### config.mk
export PLATFORM = sky130hd
export DESIGN_NAME = change_dispenser
export DESIGN_NICKNAME = d
export VERILOG_FILES = /design/src/rtl/change_pkg.sv /design/src/rtl/change_dispenser_coin_pulse_timer.sv /design/src/rtl/change_dispenser.sv
export SDC_FILE = /design/constraint.sdc
export NUM_CORES = 1
export LEC_CHECK = 0
export CORE_UTILIZATION = 45
export CTS_CLUSTER_SIZE = 14
export DETAILED_ROUTE_END_ITERATION = 7
export GPL_TIMING_DRIVEN = 0
export PLACE_DENSITY = 0.7
export SLEW_MARGIN = 30
export SYNTH_ARGS = -nofsm -noshare
export SYNTH_HDL_FRONTEND = slang
export SYNTH_SLANG_ARGS = --single-unit
### constraint.sdc
create_clock -name clk -period 3.68 [get_ports clk]
set_input_delay 0.736 -clock clk [delete_from_list [all_inputs] [get_ports clk]]
set_output_delay 0.736 -clock clk [all_outputs]
set_load 0.02 [all_outputs]
### src/rtl/change_pkg.sv
// Shared types and constants for the change dispenser: FSM states, coin
// selection codes and coin face values.
package change_pkg;

  localparam int CHANGE_W = 5;

  localparam logic [CHANGE_W-1:0] COIN_10 = 5'd10;
  localparam logic [CHANGE_W-1:0] COIN_5  = 5'd5;
  localparam logic [CHANGE_W-1:0] COIN_1  = 5'd1;

  typedef enum logic [2:0] {
    ST_IDLE   = 3'd0,
    ST_SELECT = 3'd1,
    ST_PULSE  = 3'd2,
    ST_GAP    = 3'd3,
    ST_DONE   = 3'd4
  } state_t;

  typedef enum logic [1:0] {
    COIN_NONE   = 2'd0,
    COIN_SEL_10 = 2'd1,
    COIN_SEL_5  = 2'd2,
    COIN_SEL_1  = 2'd3
  } coin_t;

  function automatic logic [CHANGE_W-1:0] coin_value(input coin_t c);
    case (c)
      COIN_SEL_10: coin_value = COIN_10;
      COIN_SEL_5:  coin_value = COIN_5;
      COIN_SEL_1:  coin_value = COIN_1;
      default:     coin_value = 5'd0;
    endcase
  endfunction

endpackage

### src/rtl/change_dispenser_coin_pulse_timer.sv
// Down-counter timing eject pulses and inter-coin gaps; o_expire marks the
// last cycle of the loaded interval.
module coin_pulse_timer #(
  parameter int CNT_W = 8
) (
  input  logic             clk,
  input  logic             reset,
  input  logic             i_load,
  input  logic [CNT_W-1:0] i_len,
  output logic             o_expire
);

  logic [CNT_W-1:0] r_cnt;

  always_ff @(posedge clk) begin
    if (reset) begin
      r_cnt <= {CNT_W{1'b0}};
    end else if (i_load) begin
      r_cnt <= i_len;
    end else if (r_cnt != {CNT_W{1'b0}}) begin
      r_cnt <= r_cnt - {{(CNT_W-1){1'b0}}, 1'b1};
    end else begin
      r_cnt <= r_cnt;
    end
  end

  assign o_expire = (r_cnt == {{(CNT_W-1){1'b0}}, 1'b1});

endmodule

### src/rtl/change_dispenser.sv
// Greedy change payout sequencer (10, 5, 1) with timed eject pulses.
// Optional feature macro CHANGE_INV_EN: finite per-coin inventory, refill, short-pay.
module change_dispenser
  import change_pkg::*;
#(
  parameter int PULSE_CYC = 4,
  parameter int GAP_CYC   = 2,
  parameter int INV_W     = 4,
  parameter int INIT_10   = 8,
  parameter int INIT_5    = 8,
  parameter int INIT_1    = 8
) (
  input  logic       clk,
  input  logic       reset,
  input  logic       i_start,
  input  logic [4:0] i_change,
  input  logic       i_refill,
  output logic       o_busy,
  output logic       o_done,
  output logic       o_short,
  output logic       o_eject_10,
  output logic       o_eject_5,
  output logic       o_eject_1,
  output logic [4:0] o_num_10,
  output logic [4:0] o_num_5,
  output logic [4:0] o_num_1,
  output logic [4:0] o_remain
);

  localparam int TMR_W = 8;

  state_t              r_state;
  coin_t               r_coin;
  logic                r_busy;
  logic                r_done;
  logic                r_eject_10;
  logic                r_eject_5;
  logic                r_eject_1;
  logic [CHANGE_W-1:0] r_remain;
  logic [CHANGE_W-1:0] r_num_10;
  logic [CHANGE_W-1:0] r_num_5;
  logic [CHANGE_W-1:0] r_num_1;

  state_t              w_state_nxt;
  coin_t               w_pick;
  coin_t               w_coin_nxt;
  logic                w_short_set;
  logic                w_tmr_load;
  logic [TMR_W-1:0]    w_tmr_len;
  logic                w_tmr_expire;
  logic                w_has_10;
  logic                w_has_5;
  logic                w_has_1;
  logic                w_accept;

  assign w_accept = (r_state == ST_IDLE) && i_start;

`ifdef CHANGE_INV_EN
  logic [INV_W-1:0] r_inv_10;
  logic [INV_W-1:0] r_inv_5;
  logic [INV_W-1:0] r_inv_1;
  logic             r_short;

  assign w_has_10 = (r_inv_10 != {INV_W{1'b0}});
  assign w_has_5  = (r_inv_5  != {INV_W{1'b0}});
  assign w_has_1  = (r_inv_1  != {INV_W{1'b0}});

  // Inventory: reload on reset/refill (refill only while idle), debit on each pick.
  always_ff @(posedge clk) begin
    if (reset || ((r_state == ST_IDLE) && i_refill)) begin
      r_inv_10 <= INV_W'(INIT_10);
      r_inv_5  <= INV_W'(INIT_5);
      r_inv_1  <= INV_W'(INIT_1);
    end else begin
      case (w_pick)
        COIN_SEL_10: r_inv_10 <= r_inv_10 - {{(INV_W-1){1'b0}}, 1'b1};
        COIN_SEL_5:  r_inv_5  <= r_inv_5  - {{(INV_W-1){1'b0}}, 1'b1};
        COIN_SEL_1:  r_inv_1  <= r_inv_1  - {{(INV_W-1){1'b0}}, 1'b1};
        default: begin
          r_inv_10 <= r_inv_10;
          r_inv_5  <= r_inv_5;
          r_inv_1  <= r_inv_1;
        end
      endcase
    end
  end

  // Short-pay flag: cleared by an accepted start, set when no coin fits.
  always_ff @(posedge clk) begin
    if (reset || w_accept) begin
      r_short <= 1'b0;
    end else if (w_short_set) begin
      r_short <= 1'b1;
    end else begin
      r_short <= r_short;
    end
  end

  assign o_short = r_short;
`else
  logic w_unused;

  assign w_has_10 = 1'b1;
  assign w_has_5  = 1'b1;
  assign w_has_1  = 1'b1;
  assign o_short  = 1'b0;
  assign w_unused = ^{i_refill, w_short_set, (INIT_10 > 0), (INIT_5 > 0),
                      (INIT_1 > 0), (INV_W > 0)};
`endif

  coin_pulse_timer #(.CNT_W(TMR_W)) u_timer (
    .clk      (clk),
    .reset    (reset),
    .i_load   (w_tmr_load),
    .i_len    (w_tmr_len),
    .o_expire (w_tmr_expire)
  );

  // Next-state, coin choice and timer loading.
  always_comb begin
    w_state_nxt = r_state;
    w_pick      = COIN_NONE;
    w_short_set = 1'b0;
    w_tmr_load  = 1'b0;
    w_tmr_len   = 8'd0;
    case (r_state)
      ST_IDLE: begin
        if (i_start) begin
          w_state_nxt = ST_SELECT;
        end else begin
          w_state_nxt = ST_IDLE;
        end
      end
      ST_SELECT: begin
        if (r_remain == 5'd0) begin
          w_state_nxt = ST_DONE;
        end else if ((r_remain >= COIN_10) && w_has_10) begin
          w_pick = COIN_SEL_10;
        end else if ((r_remain >= COIN_5) && w_has_5) begin
          w_pick = COIN_SEL_5;
        end else if ((r_remain >= COIN_1) && w_has_1) begin
          w_pick = COIN_SEL_1;
        end else begin
          w_short_set = 1'b1;
          w_state_nxt = ST_DONE;
        end
        if (w_pick != COIN_NONE) begin
          w_state_nxt = ST_PULSE;
          w_tmr_load  = 1'b1;
          w_tmr_len   = TMR_W'(PULSE_CYC);
        end else begin
          w_tmr_load  = 1'b0;
        end
      end
      ST_PULSE: begin
        if (w_tmr_expire) begin
          w_state_nxt = ST_GAP;
          w_tmr_load  = 1'b1;
          w_tmr_len   = TMR_W'(GAP_CYC);
        end else begin
          w_state_nxt = ST_PULSE;
        end
      end
      ST_GAP: begin
        if (w_tmr_expire) begin
          w_state_nxt = ST_SELECT;
        end else begin
          w_state_nxt = ST_GAP;
        end
      end
      ST_DONE: w_state_nxt = ST_IDLE;
      default: w_state_nxt = ST_IDLE;
    endcase
    w_coin_nxt = (w_pick != COIN_NONE) ? w_pick : r_coin;
  end

  // State plus status/eject outputs registered from the next state.
  always_ff @(posedge clk) begin
    if (reset) begin
      r_state    <= ST_IDLE;
      r_coin     <= COIN_NONE;
      r_busy     <= 1'b0;
      r_done     <= 1'b0;
      r_eject_10 <= 1'b0;
      r_eject_5  <= 1'b0;
      r_eject_1  <= 1'b0;
    end else begin
      r_state    <= w_state_nxt;
      r_coin     <= w_coin_nxt;
      r_busy     <= (w_state_nxt == ST_SELECT) || (w_state_nxt == ST_PULSE) ||
                    (w_state_nxt == ST_GAP);
      r_done     <= (w_state_nxt == ST_DONE);
      r_eject_10 <= (w_state_nxt == ST_PULSE) && (w_coin_nxt == COIN_SEL_10);
      r_eject_5  <= (w_state_nxt == ST_PULSE) && (w_coin_nxt == COIN_SEL_5);
      r_eject_1  <= (w_state_nxt == ST_PULSE) && (w_coin_nxt == COIN_SEL_1);
    end
  end

  // Remaining amount and per-coin counts for the current transaction.
  always_ff @(posedge clk) begin
    if (reset) begin
      r_remain <= 5'd0;
      r_num_10 <= 5'd0;
      r_num_5  <= 5'd0;
      r_num_1  <= 5'd0;
    end else if (w_accept) begin
      r_remain <= i_change;
      r_num_10 <= 5'd0;
      r_num_5  <= 5'd0;
      r_num_1  <= 5'd0;
    end else begin
      r_remain <= r_remain - coin_value(w_pick);
      case (w_pick)
        COIN_SEL_10: r_num_10 <= r_num_10 + 5'd1;
        COIN_SEL_5:  r_num_5  <= r_num_5  + 5'd1;
        COIN_SEL_1:  r_num_1  <= r_num_1  + 5'd1;
        default: begin
          r_num_10 <= r_num_10;
          r_num_5  <= r_num_5;
          r_num_1  <= r_num_1;
        end
      endcase
    end
  end

  assign o_busy     = r_busy;
  assign o_done     = r_done;
  assign o_eject_10 = r_eject_10;
  assign o_eject_5  = r_eject_5;
  assign o_eject_1  = r_eject_1;
  assign o_num_10   = r_num_10;
  assign o_num_5    = r_num_5;
  assign o_num_1    = r_num_1;
  assign o_remain   = r_remain;

endmodule

* Yosys cells after proc, flatten, opt, wreduce, memory -nomap -nowiden *
Index checks and enable logic that the tools add are counted.

storage, ports and cells
  word-level logic and storage cells = 75
  input port bits = 9
  output and inout port bits = 26
  flip-flop bits (word level) = 38

operators by class
  magnitude comparators = 3
  reduce and logical (&&, ||, !) cells = 13
  $add $sub $neg = 5
  eq/ne operators = 14
  multiplexer cells = 28

operator list
  cell                                                                   number
  2-bit 2-to-1 mux                                                       9
  3-bit 2-to-1 mux                                                       6
  8-bit 2-to-1 mux                                                       2
  5-bit by 1-bit adder with 5-bit output, second input constant          3
  5-bit 2-to-1 mux                                                       3
  3-bit by 2-bit == test with 1-bit output, second input constant        4
  3-bit one-hot mux with 4 select lines                                  1
  4-bit one-hot mux with 3 select lines                                  1
  2-bit == test, second input constant                                   4
  8-bit by 1-bit == test with 1-bit output, second input constant        1
  8-bit nonzero test                                                     1
  8-bit by 1-bit subtractor with 8-bit output, second input constant     1
  3-bit by 1-bit == test with 1-bit output, second input constant        2
  3-bit one-hot mux with 2 select lines                                  1
  2-bit nonzero test                                                     3
  5-bit by 1-bit >= comparator with 1-bit output, second input constant  1
  5-bit by 3-bit >= comparator with 1-bit output, second input constant  1
  5-bit by 4-bit >= comparator with 1-bit output, second input constant  1
  5-bit zero test                                                        1
  5-bit subtractor                                                       1
  2-bit by 1-bit == test with 1-bit output, second input constant        2
  1-bit logical AND                                                      4
  1-bit 2-to-1 mux                                                       4
  3-bit == test, second input constant                                   1
  4 further kinds                                                        5

* Logic depth before layout (Yosys ltp) *
  word-level depth = 13
  gate-level depth with buffers = 10
  gate-level depth less buffers = 10

* Modules after synthesis *
A second synthesis with hierarchy kept.

second synthesis, totals
  cell total of the unflattened synthesis = 222
  area total of the unflattened synthesis = 2045.7 um^2

by module, submodules not included
  module            area an instance (um^2)  instances  cells an instance
  change_dispenser  1537.7                   1          169
  coin_pulse_timer  508.0                    1          53

* Least setup slack after synthesis *
OpenSTA, ideal clock, no wires.

  kind = reg2reg
  start point = register r_state[0]
  end point = register r_remain[4], in the netlist o_remain[4]
  data arrival time = 2.542 ns
  stages on the path, launching flop included = 11
  setup slack = 1.052 ns
  period minus slack after synthesis = 2.628 ns
  setup time = 0.086 ns
  cells stage by stage = dfxtp_1 nor3b_1 o41ai_1 nor3_1 ha_1 inv_1 fa_1 a21o_1 a21oi_1 xnor2_1 a211oi_1

on the way
  longest elaborated chain between the ends = 8
  elaborated cells between the ends (all ways) = 12

ends and longest elaborated chain
  what                                                                              RTL line                 RTL
  start: declaration                                                                change_dispenser.sv:32   state_t r_state;
  start signal: assignment                                                          change_dispenser.sv:188  r_state <= w_state_nxt;
  3-bit by 1-bit == test with 1-bit output                                          --
  2-bit 2-to-1 mux                                                                  change_dispenser.sv:126  case (r_state)
  2-bit == test / 2-bit by 1-bit == test with 1-bit output (equally long branches)  change_pkg.sv:27         case (c)
  4-bit one-hot mux with 3 select lines                                             change_pkg.sv:27
  5-bit 2-to-1 mux                                                                  change_dispenser.sv:206  end else if (w_accept) begin
  5-bit 2-to-1 mux                                                                  change_dispenser.sv:201  if (reset) begin
  5-bit subtractor                                                                  change_dispenser.sv:212  r_remain <= r_remain - coin_value(w_pick);
  5-bit 2-to-1 mux (*)                                                              change_dispenser.sv:206
  end signal: assignment                                                            change_dispenser.sv:207  r_remain <= i_change;
  end signal: assignment                                                            change_dispenser.sv:212
  end: declaration                                                                  change_dispenser.sv:39   logic [CHANGE_W-1:0] r_remain;

Every way passes the cells marked *; elsewhere a longest branch is shown, timed or not. The select of a mux whose other input is x is not followed.
A chain may end at the register's enable or synchronous reset.

* Worst setup path in the final report *
Same ends and word-level chain as after synthesis.

==> run summary <==
## Route
* **number of iterations in the first detailed-routing pass** 4
* **post-detailed-route count of antenna-violating nets** 0
* **1st-iter DRT viols** 109
* **detailed-route via count** 1657
* **wire length reported by the detailed router** 3929 um
* **drt via density** 5.542
* **drt wl/cell** 13.14 um
* **remaining design rule violation count** 0

## Timing
* **number of max-slew violations in the final report** 0
* **setup tns final** 0 ps
* **measured slew at the worst slew-check pin** 828.1 ps
* **Final setup viols** 0
* **worst hold margin** 484.7 ps
* **fin crit period** 2761 ps
* **count of final hold-check violations** 0
* **highest clock frequency the design can meet** 362.2 MHz
* **final clock skew** 4.235 ps
* **RSZ-0062 raised after global routing** false
* **Max transition margin** 0.4401
* **fraction of the cycle the final worst path needs** 0.7503

## CTS
* **clock sink count** 38
* **post-CTS sizing** 0
* **buffers inserted by post-CTS timing repair** 0
* **Post-CTS Hold Buffers** 0
* **number of buffers created by CTS** 5
* **clock network latency to the later pin of the worst-skew pair** 290 ps
* **clock root buffer** sky130_fd_sc_hd__clkbuf_8
* **Clock Path Buffers** 2
* **TritonCTS clock tree** built
* **number of levels in the clock H-tree** 2
* **clock-pin slew on the worst setup and hold paths** 70 ps

## Logic synthesis
* **Adder-Cell Fraction of Synth Area** 0.07076
* **mapped cell area** 1874 um2
* **largest family of logic cells by synthesized area** simple AND/OR/NAND/NOR gates
* **Async SR Flop Fraction** 0
* **fraction of the yosys area taken by sequential cells** 0.4059
* **share of the synthesized area in the top cell type** 0.4059
* **Warnings, synthesis** 0
* **xor and xnor fraction of the mapped netlist area** 0.04673
* **library cell with the largest summed area after synthesis** sky130_fd_sc_hd__dfxtp_1
* **share of the synthesized area in compound gates (AO/OA/AOI/OAI)** 0.1575
* **EDFF count, synth** 0
* **Avg Synthesized Cell Area** 8.968 um2
* **leading register cell type out of synthesis** sky130_fd_sc_hd__dfxtp_1
* **leading cell types by total area after synthesis** sky130_fd_sc_hd__dfxtp_1 (41%), sky130_fd_sc_hd__ha_1 (6.0%), sky130_fd_sc_hd__nor2_1 (4.6%)
* **gate count after technology mapping** 209
* **Mapped Nets** 228
* **number of distinct library cell variants in the gate-level netlist after synthesis** 48
* **#FFs+latches synth** 38
* **portion of netlist area occupied by mux cells** 0.02136
* **synthesized-area fraction occupied by and/or/nand/nor cells** 0.2590

## Pwr
* **Power Dens Cells** 678.5 nW/um2
* **overall power consumption** 1.606 mW
* **VDD IR-drop max** 0.4331 mV
* **static leakage power** 0.8686 nW

## Place
* **dpl hpwl** 2911 um
* **count of input and output buffers** 32
* **routability congestion estimate from global placement** 0.8631

## Global route
* **number of antenna violations at the first check in global routing** 0
* **leftover overflow at the end of global routing** 0
* **maximum number of pins on one net before global-route repair** 12
* **vias in the first global route** 1462
* **GR Util All Layers** 0.2008
* **wire length of the first global-routing pass** 6561 um

## Worst setup path
* **top fanout value on the critical path** 8
* **Slowest cell on crit path** sky130_fd_sc_hd__nor3b_2
* **ordered list of cells on the worst path** nor3b_2 -> o41ai_2 -> nor3_1 -> ha_1 -> inv_1 -> fa_1 -> a21o_1 -> a21oi_1 -> xnor2_1 -> a211oi_1
* **Slowest Stage Delay on Critical Path** 500 ps
* **crit end category** flop
* **category of cells accounting for the largest share of critical-path delay** compound AO/OA/AOI/OAI gates
* **worst path arrival time** 2970 ps
* **Startpoint Class** flop
* **data required time of the critical path** 3890 ps
* **type of the worst setup path** reg -> reg
* **count of buffering cells on the critical path with inverters included** 1

## Floorplanning
* **overall die height** 66.54 um
* **total I/O pin count** 35
* **Die Area** 4427 um2
* **starting density of the core** 0.4686
* **Die X-Extent** 66.54 um
* **count of standard-cell rows** 23
* **core region area** 4000 um2

## Status
* **outcome** complete, no violations

## Final layout
* **antenna diode instance count** 0
* **synthesis-to-finish area growth** 26.30%
* **fraction of final layout cells sized beyond drive strength 1** 0.06827
* **Total Nets Final** 267

## Run
* **number of max-cap violations** 0

## Hold path
* **type of the most critical hold path** reg -> reg

==> synthesized netlist by cell type, types with 2 or more instances <==
library cell,instances
sky130_fd_sc_hd__dfxtp_1,38
sky130_fd_sc_hd__nor2_1,23
sky130_fd_sc_hd__a21oi_1,12
sky130_fd_sc_hd__ha_1,9
sky130_fd_sc_hd__nor3_1,8
sky130_fd_sc_hd__nand3_1,7
sky130_fd_sc_hd__clkbuf_1,6
sky130_fd_sc_hd__nand2_1,6
sky130_fd_sc_hd__xnor2_1,6
sky130_fd_sc_hd__a211oi_1,5
sky130_fd_sc_hd__inv_1,5
sky130_fd_sc_hd__nand2b_1,5
sky130_fd_sc_hd__nand3b_1,5
sky130_fd_sc_hd__nor3b_1,5
sky130_fd_sc_hd__o21ai_0,5
sky130_fd_sc_hd__o31ai_1,5
sky130_fd_sc_hd__or4_1,5
sky130_fd_sc_hd__mux2i_1,4
sky130_fd_sc_hd__o21a_1,4
sky130_fd_sc_hd__or3_1,4
sky130_fd_sc_hd__xor2_1,4
sky130_fd_sc_hd__a31oi_1,3
sky130_fd_sc_hd__and3_1,3
sky130_fd_sc_hd__nor4_1,3
sky130_fd_sc_hd__o211ai_1,3
sky130_fd_sc_hd__a21o_1,2
sky130_fd_sc_hd__nand4_1,2
sky130_fd_sc_hd__nor2b_1,2
==> per-layer routing <==
layer,vias to the layer above,routed length [um],GRT usage
li1,843,-,-
met1,780,1860,0.2487
met2,27,1878,0.3227
met3,7,129,0.06678
met4,0,59,0.07181
met5,-,0,0
==> layout by cell type, fill, tap and decap left out, drive strengths merged, types with 4 or more instances in the layout <==
cell / n
nand3: 7
nor2: 23
ha: 9
nand2b: 5
xnor2: 6
o31ai: 5
or3: 4
nand2: 6
nor3b: 5
nand3b: 5
dfxtp: 38
buf: 4
nor3: 8
a21oi: 12
o21a: 4
or4: 6
mux2i: 4
inv: 5
a211oi: 5
clkdlybuf4s50: 32
o21ai: 6
clkbuf: 13
xor2: 4
==> metrics by stage <==
| stage | setup WS (ps) | std cells | instance area, um2 | utilization |
|---|---|---|---|---|
| global placement | 491.7 | 291 | 2257 | 0.5643 |
| finish | 919.0 | 299 | 2367 | 0.5918 |
| floorplan | 1052 | 209 | 1874 | - |
| detailed placement | 527.7 | 291 | 2263 | 0.5658 |
| global route | 704.1 | 299 | 2367 | 0.5918 |
| CTS | 495.7 | 299 | 2355 | 0.5887 |
==> final cells by class <==
class / count / area, um2
plain buffers: 10 / 50.05
clock inverters: 1 / 5.005
well taps: 50 / 62.56
fillers: 378 / 1633
inverters: 5 / 18.77
repair buffers: 32 / 320.3
multi-input cells: 156 / 1064
clock buffers: 7 / 86.33
flip-flops and latches: 38 / 760.7
==> state kept, by name, indices dropped and copies added (netlist names) <==
signal	flops
u_timer.r_cnt	8
o_num_10	5
o_num_1	5
o_num_5	5
o_remain	5
r_state	3
r_coin	2
o_busy	1
o_done	1
o_eject_1	1
o_eject_10	1
o_eject_5	1
==> power breakdown <==
group	internal [mW]	total (mW)	switching [mW]	leakage, nW
clock	0.151	0.296	0.145	0.0482
combinational	0.327	0.736	0.409	0.511
sequential	0.486	0.574	0.0882	0.310
==> final timing paths <==
kind              slack, ps          end  depth (start not counted)        from
hold / removal          480   o_num_5[4]                          2  o_num_5[4]
hold reg to reg         480   o_num_5[4]                          2  o_num_5[4]
setup / recovery        920  o_remain[4]                         10  r_state[0]
setup reg to reg        920  o_remain[4]                         10  r_state[0]
==> worst register-to-register path, stage by stage, from the launching register on <==
cell	delay, ps
sky130_fd_sc_hd__dfxtp_1	430
sky130_fd_sc_hd__nor3b_2	500
sky130_fd_sc_hd__o41ai_2	260
sky130_fd_sc_hd__nor3_1	190
sky130_fd_sc_hd__ha_1	190
sky130_fd_sc_hd__inv_1	50
sky130_fd_sc_hd__fa_1	390
sky130_fd_sc_hd__a21o_1	190
sky130_fd_sc_hd__a21oi_1	170
sky130_fd_sc_hd__xnor2_1	90
sky130_fd_sc_hd__a211oi_1	230
==> cells by family after synthesis <==
kind of cell             after synthesis
multiplexers                           4
adder cells (fa/ha/maj)               10
AND/OR/NAND/NOR                       86
buffers and inverters                 15
AO/OA/AOI/OAI                         45
other                                  1
XOR/XNOR                              10
flip-flops                            38
(Power assumes the default switching activity.)
